**config.mk**
```make
export PLATFORM = sky130hd
export DESIGN_NAME = spi_line_streamer
export DESIGN_NICKNAME = d
export VERILOG_FILES = /design/src/rtl/vga_spi_pkg.sv /design/src/rtl/spi_bit_engine.sv /design/src/rtl/spi_line_streamer.sv
export SDC_FILE = /design/constraint.sdc
export NUM_CORES = 1
export LEC_CHECK = 0
export BUFFER_PORTS_ARGS = -buffer_cell sky130_fd_sc_hd__clkbuf_2
export CAP_MARGIN = 20
export CORE_ASPECT_RATIO = 1.5
export CORE_MARGIN = 3
export CORE_UTILIZATION = 58
export DETAILED_ROUTE_END_ITERATION = 10
export PLACE_DENSITY_LB_ADDON = 0.05
export SYNTH_ARGS = -nofsm -noshare
export SYNTH_HDL_FRONTEND = slang
export SYNTH_SLANG_ARGS = --single-unit
```
**constraint.sdc**
```tcl
create_clock -name clk -period 2.7 [get_ports clk]
set_clock_uncertainty 0.2 [all_clocks]
set_input_delay 0.27 -clock clk [delete_from_list [all_inputs] [get_ports clk]]
set_output_delay 0.27 -clock clk [all_outputs]
set_load 0.03 [all_outputs]
```
**src/rtl/vga_spi_pkg.sv**
```systemverilog
// Shared video timing, SPI flash command and streamer FSM encodings.
package vga_spi_pkg;
  localparam int H_VIEW  = 426;
  localparam int H_TOTAL = 550;
  localparam int V_VIEW  = 720;
  localparam int V_TOTAL = 750;

  localparam logic [7:0] SPI_CMD_READ = 8'h03;

  localparam logic [1:0] ST_IDLE   = 2'd0;
  localparam logic [1:0] ST_CMD    = 2'd1;
  localparam logic [1:0] ST_STREAM = 2'd2;
endpackage

```
**src/rtl/spi_bit_engine.sv**
```systemverilog
// SPI mode-0 bit engine: SCLK at clk/2, MSB-first 32-bit command shift, MISO sample strobe.
// Starts on a single-cycle start pulse; stop or reset returns the bus to idle on the same edge.
module spi_bit_engine (
  input  logic        clk,
  input  logic        reset,
  input  logic        start,
  input  logic        stop,
  input  logic [31:0] load_word,
  output logic        csb,
  output logic        sclk,
  output logic        mosi,
  output logic        sample,
  output logic        cmd_done
);
  logic [31:0] shift_reg;
  logic [5:0]  rise_cnt;
  logic        data_phase;

  // Both strobes mark edges that drive SCLK 1->0.
  assign sample   = !csb && data_phase && sclk;
  assign cmd_done = !csb && !data_phase && sclk && (rise_cnt == 6'd32);

  always_ff @(posedge clk) begin
    if (reset || stop) begin
      csb        <= 1'b1;
      sclk       <= 1'b0;
      mosi       <= 1'b0;
      shift_reg  <= 32'd0;
      rise_cnt   <= 6'd0;
      data_phase <= 1'b0;
    end else if (start) begin
      csb        <= 1'b0;
      sclk       <= 1'b0;
      mosi       <= load_word[31];
      shift_reg  <= load_word;
      rise_cnt   <= 6'd0;
      data_phase <= 1'b0;
    end else if (!csb) begin
      sclk <= ~sclk;
      if (!sclk) begin
        if (!data_phase) rise_cnt <= rise_cnt + 6'd1;
      end else if (!data_phase) begin
        // Zeros shift in behind the command, so MOSI idles low once streaming.
        shift_reg <= {shift_reg[30:0], 1'b0};
        mosi      <= shift_reg[30];
        if (rise_cnt == 6'd32) data_phase <= 1'b1;
      end
    end
  end
endmodule

```
**src/rtl/spi_line_streamer.sv**
```systemverilog
// Streams one 1bpp scanline per line from SPI flash straight to rgb, fetch launched in HBLANK.
// The rgb register looks one pixel ahead so that its value lines up with the current hpos.
module spi_line_streamer
  import vga_spi_pkg::*;
#(
  parameter logic [23:0] BASE_ADDR   = 24'h000000,
  parameter int          STRIDE_LOG2 = 5,
  parameter logic [5:0]  FG_COLOR    = 6'b111111,
  parameter int          FETCH_START = H_TOTAL - 67
) (
  input  logic       clk,
  input  logic       reset,
  input  logic [9:0] hpos,
  input  logic [9:0] vpos,
  input  logic       spi_miso,
  output logic       spi_csb,
  output logic       spi_sclk,
  output logic       spi_mosi,
  output logic [5:0] rgb,
  output logic       busy
);
  logic [1:0]  state;
  logic [9:0]  next_line;
  logic [9:0]  h_next;
  logic [9:0]  v_next;
  logic [23:0] line_addr;
  logic        at_start;
  logic        at_stop;
  logic        start;
  logic        stop;
  logic        sample;
  logic        cmd_done;
  logic        take_bit;
  logic        vis_next;
  logic        pix;
  logic        pix_d;

  assign next_line = (vpos == 10'(V_TOTAL - 1)) ? 10'd0 : vpos + 10'd1;
  assign h_next    = (hpos == 10'(H_TOTAL - 1)) ? 10'd0 : hpos + 10'd1;
  assign v_next    = (hpos == 10'(H_TOTAL - 1)) ? next_line : vpos;
  assign line_addr = BASE_ADDR + (24'(next_line) << STRIDE_LOG2);

  // Stop outranks start if a bad FETCH_START makes them coincide.
  assign at_stop  = (hpos == 10'(H_VIEW));
  assign at_start = (hpos == 10'(FETCH_START)) && (next_line < 10'(V_VIEW));
  assign stop     = at_stop && (state != ST_IDLE);
  assign start    = at_start && !at_stop && (state == ST_IDLE);

  // Only bits that land on a visible pixel pair are taken.
  assign take_bit = sample && !stop && (h_next < 10'(H_VIEW));
  assign pix_d    = take_bit ? spi_miso : pix;
  assign vis_next = (h_next < 10'(H_VIEW)) && (v_next < 10'(V_VIEW));
  assign busy     = !spi_csb;

  always_ff @(posedge clk) begin
    if (reset || stop) begin
      state <= ST_IDLE;
    end else if (start) begin
      state <= ST_CMD;
    end else if (state == ST_CMD && cmd_done) begin
      state <= ST_STREAM;
    end
  end

  always_ff @(posedge clk) begin
    if (reset) begin
      pix <= 1'b0;
      rgb <= 6'd0;
    end else begin
      pix <= pix_d;
      rgb <= (pix_d && vis_next) ? FG_COLOR : 6'd0;
    end
  end

  spi_bit_engine u_engine (
    .clk       (clk),
    .reset     (reset),
    .start     (start),
    .stop      (stop),
    .load_word ({SPI_CMD_READ, line_addr}),
    .csb       (spi_csb),
    .sclk      (spi_sclk),
    .mosi      (spi_mosi),
    .sample    (sample),
    .cmd_done  (cmd_done)
  );
endmodule
```
==> flow_summary.ini, run 1 <==
[clock_tree]
path_clk_slew_ns = 0.07
cts_buffers = 5
post-cts-setup-buffers = 0
clk_latency_ns = 0.29
cts_htree_levels = 2
clockRootBuffer = clkbuf_8
cts_max_path_buffers = 2
cts_tree = done
cts.sinks = 40

[cells_and_area]
drive_gt1_frac = 0.272
final_nets = 327
multi_input_area_sq_mm = 0.00155
seq_area_sq_um = 801
area_growth_pct = 11.5
diodes = 0
design_area_sq_mm = 0.00280
fillers = 362
largest_register_ffs = 26
fin_util = 0.688

[sta]
setup_tns_ns = 0
period_share = 0.832
relSlewSlack = 0.617
drv_slew = 0
final.min_clock_period_ns = 2.25
setup_viol = 0
rsz0062_at_grt = no
hold_viol_final = 0
worst-slew-pin-transition_ns = 0.572
fmax_mhz = 445

[logic_synthesis]
avgSynthCellArea_sq_um = 9.53
synth-simple-area-share = 0.255
synth_xor_area_frac = 0.0349
synth-edff-count = 0
yosys.area_share.adder = 0.0349
synth_nets = 293
yosys-top-cells-area = dfxtp_1 32%, mux2i_1 10%, nor3_2 4.4%
synthMuxAreaShare = 0.131
synth_top_family_by_area = simple AND/OR/NAND/NOR gates
synth_area_leader_cell = dfxtp_1
postSynthCellCount = 263
synth_common_cells = 40 x dfxtp_1, 26 x mux2i_1, 16 x nor3_1
synth_top_flop_cell = dfxtp_1
ys_types = 64
synth_warnings = 0
synth_top_area_share = 0.319
yosysMostFrequentCell = dfxtp_1
ys_seq_area_frac = 0.319
async_reset_ff_frac = 0
mappedNetlistArea_sq_mm = 0.00251
ys_ff_latch = 40
synth_compound_area_frac = 0.163

[setup_path]
worstPathRequired_ns = 2.70
path_cells = clkbuf_2 -> ha_1 -> nand2_1 -> nor3_1 -> xnor2_1 -> o41ai_4 -> buf_4 -> a21o_2 -> o32ai_1
endpoint_kind = flop
worstPathArrival_ns = 2.24
rr_worst_depth = 5
slowest_delay_ns = 0.27
start_kind = input pin
critPathCapture = u_engine.shift_reg[6]$_SDFFE_PP0P_
critPathLaunch = vpos[0]
slowest_stage = ha_1
worstSetupPathType = input pin to flop
r2r-end = u_engine.shift_reg[25]$_SDFFE_PP0P_
regToRegSetupSlack_ns = 0.53
r2r-start = u_engine.sclk$_SDFFE_PP0N_
cp_max_fo = 8

[drt]
initialDrtViolationCount = 51
routed_wirelength_mm = 4.71
drc_errors = 0
drt-pass1-iter-count = 4
vias_per_cell = 5.89
routedWlPerCell_um = 13.7
ant_nets = 0
dr_total_vias = 2019

[power_and_ir_drop]
ir_drop_uv = 465
power.density_mw_per_mm2 = 404
p_leak_nw = 1.04

[outcome]
status = finished clean

[global_route]
gr-total-overflow = 0
grt_pass1_vias = 1931
grt_pass1_wl_mm = 8.60
grt_usage = 0.209
grt_max_degree = 26
antenna_found_initial = 0

[floorplan]
die_h_um = 86.5
ios = 33
core_area_sq_mm = 0.00406
rows = 28
dieArea_sq_mm = 0.00516
start_util = 0.617
die_x_um = 59.7

[min_path]
min_path_cells = 3
hp-class = input pin to flop
min_from = spi_miso

[placement]
hpwl_mm = 3.67
placed_cell_area_sq_mm = 0.00270
gp_congestion = 0.828
io_buffers = 32

[flow_run]
max_cap_violations = 0
cell usage in the layout (no fill, tap or decap), types with 8 or more instances in the layout:
master and n:
nor3_2 11, nand2_1 12, inv_1 8, a31oi_1 8, buf_4 10, nor2_1 13, dfxtp_1 40, clkbuf_2 32
a21oi_1 12, nand3_1 10, mux2i_1 26, nor3_1 16
stage by stage:
| stage | hold slack, ns | std cells | power (mW) | worst slack (ns) |
|---|---|---|---|---|
| 3_5_place_dp | 0.290 | 334 | 0.736 | 0.161 |
| 5_1_grt | 0.0467 | 343 | 1.18 | 0.295 |
| 3_3_place_gp | 0.284 | 334 | 0.735 | 0.211 |
| 6_report | 0.0347 | 343 | 1.13 | 0.454 |
| 4_1_cts | 0.0286 | 343 | 1.14 | 0.455 |
| 2_1_floorplan | 0.139 | 263 | 0.687 | 0.396 |
logic make-up (layout without fill, tap and decap cells):
kind of cell               Yosys count  in the layout
and+or+nand+nor                     98             98
buffers and inverters               25             60
xor gates and xnor gates            10             10
AOI/OAI and AO/OA                   52             52
DFF                                 40             40
adders and majority gates            7              7
muxes                               31             31
critical path, delay by kind of cell:
| family | cells | cell delay [ns] |
|---|---|---|
| AO/OA/AOI/OAI | 3 | 0.72 |
| buffers and inverters | 2 | 0.35 |
| XOR/XNOR | 1 | 0.24 |
| AND/OR/NAND/NOR | 2 | 0.41 |
| adder cells (fa/ha/maj) | 1 | 0.27 |
layout make-up:
| type | instances | share of cell area |
|---|---|---|
| Inverter | 8 | 0.0107 |
| Tap cell | 45 | 0.0201 |
| Multi-Input combinational cell | 198 | 0.556 |
| Sequential cell | 40 | 0.286 |
| Timing Repair Buffer | 44 | 0.0949 |
| Clock buffer | 8 | 0.0322 |
worst min-delay path by stage:
stage,to,slack (ns)
after global routing,pix$_SDFF_PP0_,0.05
after detailed placement,state[0]$_SDFFE_PP0P_,0.29
after CTS,pix$_SDFF_PP0_,0.03
after global placement,state[0]$_SDFFE_PP0P_,0.28
final,pix$_SDFF_PP0_,0.03
after floorplan,pix$_SDFF_PP0_,0.14
timing repair:
action                                 in CTS  in global routing
endpoints found under the hold margin       1                  0
hold buffers                                1                  0
resized for setup                           0                  0
power breakdown:
part	leakage [nW]	internal, mW	switching, mW	total, mW
registers	0.322	0.590	0.0000951	0.590
clock network	0.0455	0.208	0.197	0.405
logic	0.672	0.0526	0.0815	0.134
metal layers:
metal  up-vias  GRT usage  part of all wire
met3         5     0.0358             0.021
met5         -          0                 0
met4         0     0.0544             0.012
met1       933      0.245              0.43
li1       1051          -                 -
met2        30      0.380              0.54
(Power assumes the default switching activity.)
==> inputs of run 2 (changes only) <==
Settings changed: CORE_UTILIZATION 58 to 52.
Clock period 2.7 ns to 1.9 ns, I/O delays scaled along.
==> flow_summary.ini, run 2 (same netlist as run 1, synthesis figures left out) <==
[global_route]
grt_usage = 0.220
top_usage_layer = met2
gr-total-overflow = 0
grt_max_degree = 23
grtUsageMet1 = 0.228
grt_util_met3 = 0.0334
grtUsageMet2 = 0.417
antenna_found_initial = 0
grt_pass1_vias = 2390
grt_pass1_wl_mm = 10.3

[cells_and_area]
drive_gt1_frac = 0.496
diodes = 0
largest_register_ffs = 26
layout_common_cells = 66 x buf_4, 39 x dfxtp_1, 30 x clkbuf_2
design_area_sq_mm = 0.00365
area_growth_pct = 45.6
final_common_cell = buf_4
final_nets = 390

[sta]
hold_viol_final = 0
drv_slew = 0
relSlewSlack = 0.721
fin_ws_ns = -0.178
final.min_clock_period_ns = 2.08
fmax_mhz = 481
setup_viol = 38
rsz0062_at_grt = yes
setup_tns_ns = -3.17
worst-slew-pin-transition_ns = 0.417
period_share = 1.09

[placement]
gp_congestion = 0.832
placed_cell_area_sq_mm = 0.00319
io_buffers = 32
hpwl_mm = 4.42

[drt]
vias_per_cell = 5.50
dr_total_vias = 2339
drt-pass1-iter-count = 4
drc_errors = 0
ant_nets = 0
routed_wirelength_mm = 6.14
initialDrtViolationCount = 103
routedWlPerCell_um = 14.4

[setup_path]
r2r-end = u_engine.shift_reg[13]$_SDFFE_PP0P_
start_kind = input pin
regToRegSetupSlack_ns = -0.09
rr_worst_depth = 5
cp_max_fo = 7
endpoint_kind = flop
worstPathRequired_ns = 1.91
worstPathArrival_ns = 2.09
worstSetupPathType = input pin to flop
r2r-start = state[0]$_SDFFE_PP0P_

[clock_tree]
path_clk_slew_ns = 0.08
cts.sinks = 40
cts_htree_levels = 2
clockRootBuffer = clkbuf_8
clk_latency_ns = 0.29
cts_max_path_buffers = 2
cts_buffers = 5
cts_tree = done

[floorplan]
ios = 33
rows = 30
core_area_sq_mm = 0.00458
start_util = 0.548
die_h_um = 91.0
dieArea_sq_mm = 0.00571
die_x_um = 62.7

[power_and_ir_drop]
p_leak_nw = 1.39
ir_drop_uv = 245
power.density_mw_per_mm2 = 517
power.total_mw = 1.89

[min_path]
hold_end = u_engine.shift_reg[6]$_SDFFE_PP0P_
min_path_cells = 3
min_from = vpos[0]
hp-class = input pin to flop

[outcome]
status = finished with violations
violations = negative setup slack

[flow_run]
max_cap_violations = 0
==> run 2: changes by cell type in the layout (fill, tap and decap cells not counted), moves of 3 or more <==
| cell | previous run | this run |
|---|---|---|
| a211oi_1 | 4 | 1 |
| a211oi_2 | 0 | 3 |
| buf_12 | 1 | 6 |
| buf_4 | 10 | 66 |
| nor3_1 | 16 | 5 |
| nor3_2 | 11 | 19 |
| nor3_4 | 1 | 4 |
==> run 2: cell type report <==
class,count,area [sq um]
Clock buffer,7,96.3
Clock inverter,1,30.0
Fill cell,319,930
Inverter,8,35.0
Multi-Input combinational cell,198,1760
Sequential cell,40,802
Tap cell,64,80.1
Timing Repair Buffer,107,851
==> run 2: per-layer routing <==
| metal | vias to the layer above | wire, um |
|---|---|---|
| li1 | 1175 | - |
| met1 | 1095 | 2390 |
| met2 | 48 | 3370 |
| met3 | 21 | 136 |
| met4 | 0 | 242 |
| met5 | - | 0 |
==> run 2: worst max path at each step <==
stage | startpoint | endpoint | cells past startpoint | slack [ns]
after CTS | vpos[1] | u_engine.shift_reg[8]$_SDFFE_PP0P_ | 9 | -0.15
final | vpos[0] | u_engine.shift_reg[28]$_SDFFE_PP0P_ | 11 | -0.18
after floorplan | vpos[4] | u_engine.shift_reg[7]$_SDFFE_PP0P_ | 7 | -0.29
after detailed placement | vpos[1] | u_engine.shift_reg[5]$_SDFFE_PP0P_ | 10 | -0.55
after global routing | vpos[1] | u_engine.shift_reg[11]$_SDFFE_PP0P_ | 10 | -0.27
after global placement | vpos[1] | u_engine.shift_reg[17]$_SDFFE_PP0P_ | 10 | -0.44
==> run 2: per-stage QoR <==
step | utilization | setup slack, ns | hold WS (ns) | std cells
final | 0.797 | -0.178 | 0.0778 | 425
after global routing | 0.797 | -0.267 | 0.0788 | 425
after CTS | 0.756 | -0.147 | 0.107 | 421
after detailed placement | 0.697 | -0.546 | 0.227 | 408
after global placement | 0.697 | -0.436 | 0.215 | 408
after floorplan | - | -0.288 | 0.0591 | 263
==> run 2: worst max-delay path, stage by stage <==
cell and delay (ns):
buf_4 0.13, buf_4 0.16, and3_4 0.18, a31oi_2 0.19, o21bai_2 0.10, o41ai_4 0.47, a21oi_4 0.11, buf_12 0.17
buf_12 0.12, clkbuf_16 0.15, nor3_2 0.12
==> run 2: where the power goes <==
group	switching [mW]	internal [mW]	total (mW)
logic	0.150	0.149	0.300
clock network	0.285	0.463	0.748
registers	0.000152	0.838	0.838
total	0.435	1.45	1.89
==> run 2: what timing repair did <==
action                                  in CTS  in global routing
endpoints found under the setup margin      39                 40
pin swaps                                    9                 12
buffers inserted                             3                  3
hold buffers                                 2                  0
endpoints found under the hold margin        1                  0
gates resized for setup                     20                 28
cloned                                       0                  1
